==> src/rtl/pc_pkg.sv <==
// Shared definitions for the program-counter generator.
//   redir_kind_e     : contents of the single pending-redirect slot
//   RESET_PC_DEFAULT : default PC loaded by reset
//   INC_DEFAULT      : default sequential step (bytes)
package pc_pkg;

    typedef enum logic [1:0] {
        NONE   = 2'd0,
        BRANCH = 2'd1,
        EXC    = 2'd2
    } redir_kind_e;

    localparam logic [31:0] RESET_PC_DEFAULT = 32'h0000_3000;
    localparam int          INC_DEFAULT      = 4;

endpackage

==> src/rtl/pc_ras.sv <==
// Return-address stack, circular buffer. Pushing onto a full stack
// overwrites the oldest entry; depth saturates at DEPTH.
// Ports:
//   clk, rst        : clock, synchronous active-high reset
//   flush           : empty the stack at this edge
//   push, pop       : push push_data / pop top entry (pop ignored while empty)
//   push_data       : value to push
//   top             : current top entry (undefined while empty)
//   empty           : no entries held
module pc_ras
    import pc_pkg::*;
#(
    parameter int XLEN  = 32,
    parameter int DEPTH = 4
) (
    input  logic            clk,
    input  logic            rst,
    input  logic            flush,
    input  logic            push,
    input  logic            pop,
    input  logic [XLEN-1:0] push_data,
    output logic [XLEN-1:0] top,
    output logic            empty
);

    localparam int PW = $clog2(DEPTH);
    localparam int CW = $clog2(DEPTH + 1);

    logic [XLEN-1:0] mem [DEPTH];
    logic [PW-1:0]   tos;
    logic [PW-1:0]   tos_inc;
    logic [PW-1:0]   tos_dec;
    logic [CW-1:0]   count;
    logic            pop_ok;

    assign tos_inc = tos + PW'(1);
    assign tos_dec = tos - PW'(1);
    assign pop_ok  = pop && (count != '0);
    assign top     = mem[tos];
    assign empty   = (count == '0);

    always_ff @(posedge clk) begin
        if (rst || flush) begin
            tos   <= '0;
            count <= '0;
        end else if (push && pop_ok) begin
            // Pop then push: top is replaced in place, depth unchanged.
            tos   <= tos;
            count <= count;
        end else if (push) begin
            tos <= tos_inc;
            if (count != CW'(DEPTH)) begin
                count <= count + CW'(1);
            end
        end else if (pop_ok) begin
            tos   <= tos_dec;
            count <= count - CW'(1);
        end
    end

    // Storage carries no reset; entries are only read while count says valid.
    always_ff @(posedge clk) begin
        if (!rst && !flush) begin
            if (push && pop_ok) begin
                mem[tos] <= push_data;
            end else if (push) begin
                mem[tos_inc] <= push_data;
            end
        end
    end

endmodule

==> src/rtl/pc_gen.sv <==
// Program-counter generator with a single pending-redirect slot and an
// optional return-address stack (enabled by defining PC_GEN_RAS_EN).
// Ports:
//   clk, rst                : clock, synchronous active-high reset
//   stall                   : hold pc; redirects are latched into the slot
//   br_valid, br_target     : branch/jump redirect
//   exc_valid, exc_vector   : exception redirect
//   call, ret               : call/return hints for the current pc
//   pc                      : current pc (registered)
//   pc_next                 : value pc takes at the next non-stall edge
//   redir_pending           : a redirect is latched, waiting for stall to drop
//   ras_empty               : return-address stack is empty (1 without RAS)
module pc_gen
    import pc_pkg::*;
#(
    parameter int              XLEN      = 32,
    parameter logic [XLEN-1:0] RESET_PC  = XLEN'(RESET_PC_DEFAULT),
    parameter int              INC       = INC_DEFAULT,
    parameter int              RAS_DEPTH = 4
) (
    input  logic            clk,
    input  logic            rst,
    input  logic            stall,
    input  logic            br_valid,
    input  logic [XLEN-1:0] br_target,
    input  logic            exc_valid,
    input  logic [XLEN-1:0] exc_vector,
    input  logic            call,
    input  logic            ret,
    output logic [XLEN-1:0] pc,
    output logic [XLEN-1:0] pc_next,
    output logic            redir_pending,
    output logic            ras_empty
);

    localparam logic [XLEN-1:0] ALIGN_MASK = ~(XLEN'(INC) - XLEN'(1));

    redir_kind_e     pend_kind;
    logic [XLEN-1:0] pend_tgt;
    logic [XLEN-1:0] br_al;
    logic [XLEN-1:0] exc_al;
    logic [XLEN-1:0] pc_seq;
    logic            exc_win;
    logic            br_win;
    logic            ras_take;
    logic [XLEN-1:0] ras_top;

    assign br_al   = br_target & ALIGN_MASK;
    assign exc_al  = exc_vector & ALIGN_MASK;
    assign pc_seq  = pc + XLEN'(INC);
    assign exc_win = exc_valid || (pend_kind == EXC);
    assign br_win  = !exc_win && (br_valid || (pend_kind == BRANCH));

    assign redir_pending = (pend_kind != NONE);

`ifdef PC_GEN_RAS_EN
    logic ras_empty_int;
    logic ras_push;
    logic ras_pop;
    logic ras_flush;

    // Hints only count when no redirect wins this cycle.
    assign ras_take  = !exc_win && !br_win && ret && !ras_empty_int;
    assign ras_pop   = !stall && ras_take;
    assign ras_push  = !stall && !exc_win && !br_win && call;
    assign ras_flush = !stall && exc_win;
    assign ras_empty = ras_empty_int;

    pc_ras #(
        .XLEN  (XLEN),
        .DEPTH (RAS_DEPTH)
    ) u_ras (
        .clk       (clk),
        .rst       (rst),
        .flush     (ras_flush),
        .push      (ras_push),
        .pop       (ras_pop),
        .push_data (pc_seq & ALIGN_MASK),
        .top       (ras_top),
        .empty     (ras_empty_int)
    );
`else
    logic unused_hints;

    assign unused_hints = call ^ ret;
    assign ras_take     = 1'b0;
    assign ras_top      = '0;
    assign ras_empty    = 1'b1;
`endif

    always_comb begin
        pc_next = pc_seq;
        if (exc_valid) begin
            pc_next = exc_al;
        end else if (pend_kind == EXC) begin
            pc_next = pend_tgt;
        end else if (br_valid) begin
            pc_next = br_al;
        end else if (pend_kind == BRANCH) begin
            pc_next = pend_tgt;
        end else if (ras_take) begin
            pc_next = ras_top;
        end
    end

    always_ff @(posedge clk) begin
        if (rst) begin
            pc        <= RESET_PC;
            pend_kind <= NONE;
            pend_tgt  <= '0;
        end else if (stall) begin
            // Exception always takes the slot; a branch never displaces one.
            if (exc_valid) begin
                pend_kind <= EXC;
                pend_tgt  <= exc_al;
            end else if (br_valid && (pend_kind != EXC)) begin
                pend_kind <= BRANCH;
                pend_tgt  <= br_al;
            end
        end else begin
            pc        <= pc_next;
            pend_kind <= NONE;
        end
    end

endmodule

==> config.mk <==
export PLATFORM = sky130hd
export DESIGN_NAME = pc_gen
export DESIGN_NICKNAME = d
export VERILOG_FILES = /design/src/rtl/pc_pkg.sv /design/src/rtl/pc_ras.sv /design/src/rtl/pc_gen.sv
export SDC_FILE = /design/constraint.sdc
export NUM_CORES = 1
export LEC_CHECK = 0
export BUFFER_PORTS_ARGS = -buffer_cell sky130_fd_sc_hd__buf_4
export CORE_ASPECT_RATIO = 1.5
export CORE_MARGIN = 3
export CORE_UTILIZATION = 40
export CTS_CLUSTER_DIAMETER = 50
export CTS_CLUSTER_SIZE = 30
export DETAILED_ROUTE_END_ITERATION = 7
export PLACE_DENSITY = 0.64
export SLEW_MARGIN = 20
export SYNTH_ARGS = -nofsm -noshare
export SYNTH_HDL_FRONTEND = slang
export SYNTH_HIERARCHICAL = 1
export SYNTH_SLANG_ARGS = --single-unit
==> constraint.sdc <==
create_clock -name clk -period 3.1 [get_ports clk]
set_input_delay 0.465 -clock clk [delete_from_list [all_inputs] [get_ports clk]]
set_output_delay 0.465 -clock clk [all_outputs]
set_load 0.005 [all_outputs]
Word-level counts from Yosys, hierarchy flattened

Cells that the tools add are included.

Flip-flop bits (word level): 66
Output and inout port bits: 66

Add/subtract/negate cells: 1
Equality and inequality tests: 3
Mux-type cells: 8
Bitwise operators: 1
Reductions and logical operators: 6

Operator list:

| cell                  | number |
|---|---|
| $mux 32               | 6 |
| $add 32x3->32 const B | 1 |
| $mux 2                | 2 |
| $reduce_bool 2->1     | 2 |
| $reduce_or 3->1       | 1 |
| $eq 2x1->1 const B    | 1 |
| $eq 2x2->1 const B    | 1 |
| $ne 2x2->1 const B    | 1 |
| $reduce_and 2->1      | 1 |
| $reduce_or 2->1       | 1 |
| $logic_and 1x1->1     | 1 |
| $not 1->1             | 1 |

Logic depth before layout (Yosys ltp)

Depth in word-level cells: 5
Gate-level depth with buffers: 7
Gate-level depth less buffers: 6

Worst setup path before layout

OpenSTA, ideal clock, no wires.

Kind: reg-to-output
Start point: reg pc[2]
End point: out pc_next[28]
Data arrival time: 1831 ps
Path slack: 804 ps
Stages on the path, launching flop included: 7
Buffers on the path: 0
Path through: dfxtp_1 > ha_1 > nand3_1 > nor4_4 > nand4_1 > xor2_1 > o21ai_0

Word-level cells in the longest chain between the ends: 5

Ends and longest elaborated chain:

| element                | line          | RTL |
|---|---|---|
| start, declared        | pc_gen.sv:30  | `output logic [XLEN-1:0] pc,` |
| start signal, assigned | pc_gen.sv:121 | `pc <= pc_next;` |
| $add 32x3->32          | pc_gen.sv:50  | `assign pc_seq = pc + XLEN'(INC);` |
| $mux 32                | pc_gen.sv:99  | `end else if (pend_kind == BRANCH) begin` |
| $mux 32                | pc_gen.sv:97  | `end else if (br_valid) begin` |
| $mux 32                | pc_gen.sv:95  | `end else if (pend_kind == EXC) begin` |
| $mux 32                | pc_gen.sv:93  | `if (exc_valid) begin` |
| end, declared          | pc_gen.sv:31  | `output logic [XLEN-1:0] pc_next,` |

No other way between the ends.

Worst setup path in the final report

Start point: reg pc[14]
End point: out pc_next[31]

The elaborated chain is that of the path after synthesis.

==> metrics.yaml <==
run_status:
  status: "completed"
setup_path:
  cp.depth: 6
  r2r_end: "pend_tgt[25]$_SDFFE_PP0P_"
  worstPathArrival_ns: 2.54
  setup.worst_path.class: "reg2out"
  reg2reg_slack_ns: 0.68
  cp_max_fo: 6
  cp-end-kind: "primary output"
  cpMostUsedCell: "nand4_1"
  reg2regPathDepth: 6
  cp_top_family: "simple AND/OR/NAND/NOR gates"
  critPathBufInv: 1
  cp_slowest_cell: "nor4_2"
  crit_path_start_kind: "flip-flop"
  critPathMaxStageDelay_ns: 0.55
  r2r-start: "pend_kind[0]$_SDFFE_PP0P_"
  cp_cell_sequence: "nand4_1 > nor4_2 > nand4_1 > xnor2_1 > o21bai_1 > buf_4"
  critPathRequiredTime_ns: 2.63
  crit_start: "pc[14]$_SDFFE_PP0N_"
  endpoint: "pc_next[31]"
placement:
  pre_cts_ws_ns: 0.280
  place.gp.congestion: 0.892
  dpl.cell_count: 840
  dp.final_hpwl_um: 12400
  port_buffers: 129
route:
  avgViaCountPerCell: 6.00
  initialDrtViolationCount: 399
  wl_per_cell_um: 19.9
  wl_um: 17000
  drc: 0
  ant_nets: 0
  first_pass_iters: 6
  vias: 5150
floorplanning:
  rows: 46
  io_pins: 137
  die_y_um: 136
  start_util: 0.416
  core_um2: 10800
  die-area_um2: 12500
  die_width_um: 92.4
clock_tree:
  cts-buffers-inserted: 9
  clk_pin_slew_ns: 0.06
  cts_tree: "built"
  cts.htree.levels: 3
  clk_path_buf_depth: 2
  insertion_delay_ns: 0.33
  cts_root_buffer: "clkbuf_16"
  clock-sinks: 64
timing:
  setup_viol: 0
  finalClockSkew_ns: 0.00402
  timing.fmax_ghz: 0.333
  slew-limit-headroom: 0.544
  timing.final.crit_share: 0.968
  rsz0062_at_grt: "false"
  finalCriticalPeriod_ns: 3.00
  setup_tns_ns: 0
  slew_viol_final: 0
  hold_viol: 0
  setup_slack_ns: 0.0998
  tightest_slew_ns: 0.682
logic_synthesis:
  syn_inst: 584
  yosys-top-cells-area: "dfxtp_1, nor2_1, mux2i_1, nand2_1, a21oi_1"
  synth_largest_area_cell: "dfxtp_1"
  synth_edf_count: 0
  ys_ff_latch: 64
  yosysTopAreaCellShare: 0.286
  synth_cell_type_count: 66
  syn_nets: 656
  syn_area_um2: 4480
  ys_seq_area_frac: 0.286
  synth-main-ff-cell: "dfxtp_1"
  synth_warnings: 6
  syn_avg_cell_area_um2: 7.67
  async_reset_ff_frac: 0
power:
  cellPowerDensity_nw_per_um2: 446
  peakVddDrop_mv: 0.301
  p_leak_uw: 0.00252
global_routing:
  grt_max_degree: 42
  grt_pass1_vias: 4983
  grt_pass1_wl_um: 26400
  grt-ovfl-total: 0
  grt_usage: 0.267
  antenna_found_initial: 0
hold_path:
  hp-class: "in2reg"
layout:
  diodes: 0
  syn_to_final_growth_pct: 33.7
  final_cell_count_no_fill: 858
  num-fill-cells: 1038
  nNetsFinal: 781
  drive_above_1_share: 0.279
job:
  drv_cap: 0
-- per-stage QoR --
stage          instance area (um2)  hold WS, ns  power (uW)  utilization
2_1_floorplan                 4480        0.470        1310            -
3_3_place_gp                  5660        0.465        1620        0.526
3_5_place_dp                  5660        0.477        1630        0.526
4_1_cts                       5960        0.420        2670        0.554
5_1_grt                       5990        0.425        2780        0.556
6_report                      5990        0.424        2670        0.556
-- placed cells by master (no fill, tap or decap), drive strengths merged, types with 14 or more instances in the layout --
master | Yosys | routed
a211oi | 21 | 21
inv | 18 | 18
dfxtp | 64 | 64
nand2 | 57 | 57
xor2 | 14 | 14
nand3 | 17 | 17
nand4 | 14 | 14
buf | 15 | 160
nor2 | 67 | 67
a311oi | 15 | 15
mux2i | 21 | 21
o21ai | 17 | 17
o221ai | 16 | 16
a21oi | 38 | 38
-- worst register-to-register path, cell delays in order, from the launching register on --
cell,delay [ns]
dfxtp_1,0.65
nand2b_1,0.20
nand2_1,0.42
a21oi_4,0.30
buf_4,0.41
nor2_1,0.11
a211oi_1,0.24
-- per-layer routing --
layer  track usage  part of all wire
met1         0.323              0.40
met2         0.477              0.52
met3        0.0361             0.062
met4         0.101             0.024
met5             0                 0
-- cells by family after synthesis --
family / count (synthesis) / synth area share
AO/OA/AOI/OAI: 184 / 0.299
XOR/XNOR: 27 / 0.0528
adder cells (fa/ha/maj): 1 / 0.00279
buffers and inverters: 66 / 0.0606
flip-flops: 64 / 0.286
multiplexers: 24 / 0.0545
other: 1 / 0.000837
AND/OR/NAND/NOR: 217 / 0.244
-- state kept, by name (all words and copies together) (netlist names) --
register,count
pend_kind,2
pend_tgt,30
pc,32
-- what timing repair did --
item	in CTS	in global routing
endpoints found under the setup margin	1	3
buffers inserted	0	2
resized for setup	1	1
hold buffers	0	0
pin swaps	0	1
-- cell type report --
cell class	count	area (um2)	area share
Multi-Input combinational cell	454	2950	0.493
Sequential cell	64	1280	0.214
Timing Repair Buffer	160	1200	0.201
Clock buffer	13	260	0.0435
Tap cell	144	180	0.0301
Inverter	20	75.1	0.0125
Clock inverter	3	40.0	0.00669
-- Yosys cell counts, drive strengths merged (15+ instances only) --
| library cell | number |
|---|---|
| inv | 18 |
| clkbuf | 31 |
| a21oi | 38 |
| a211oi | 21 |
| o221ai | 16 |
| nor2 | 67 |
| o21ai | 17 |
| dfxtp | 64 |
| mux2i | 21 |
| nand2 | 57 |
| buf | 15 |
| a311oi | 15 |
| nand3 | 17 |
-- worst min-delay path by stage --
stage                       start                   endpoint  slack [ns]  depth (start not counted)
6_report             br_target[3]   pend_tgt[3]$_SDFFE_PP0P_        0.42                          3
5_1_grt             br_target[30]  pend_tgt[30]$_SDFFE_PP0P_        0.43                          3
4_1_cts             br_target[30]  pend_tgt[30]$_SDFFE_PP0P_        0.42                          3
3_5_place_dp   pc[0]$_SDFFE_PP0N_         pc[0]$_SDFFE_PP0N_        0.48                          1
3_3_place_gp   pc[1]$_SDFFE_PP0N_         pc[1]$_SDFFE_PP0N_        0.46                          1
2_1_floorplan  pc[0]$_SDFFE_PP0N_         pc[0]$_SDFFE_PP0N_        0.47                          1
-- power breakdown --
part	total (uW)	switching, uW	internal, uW
Clock	1040	379	664
Combinational	663	345	319
Sequential	961	72.3	889
Total	2670	796	1870
(Power assumes the default switching activity.)
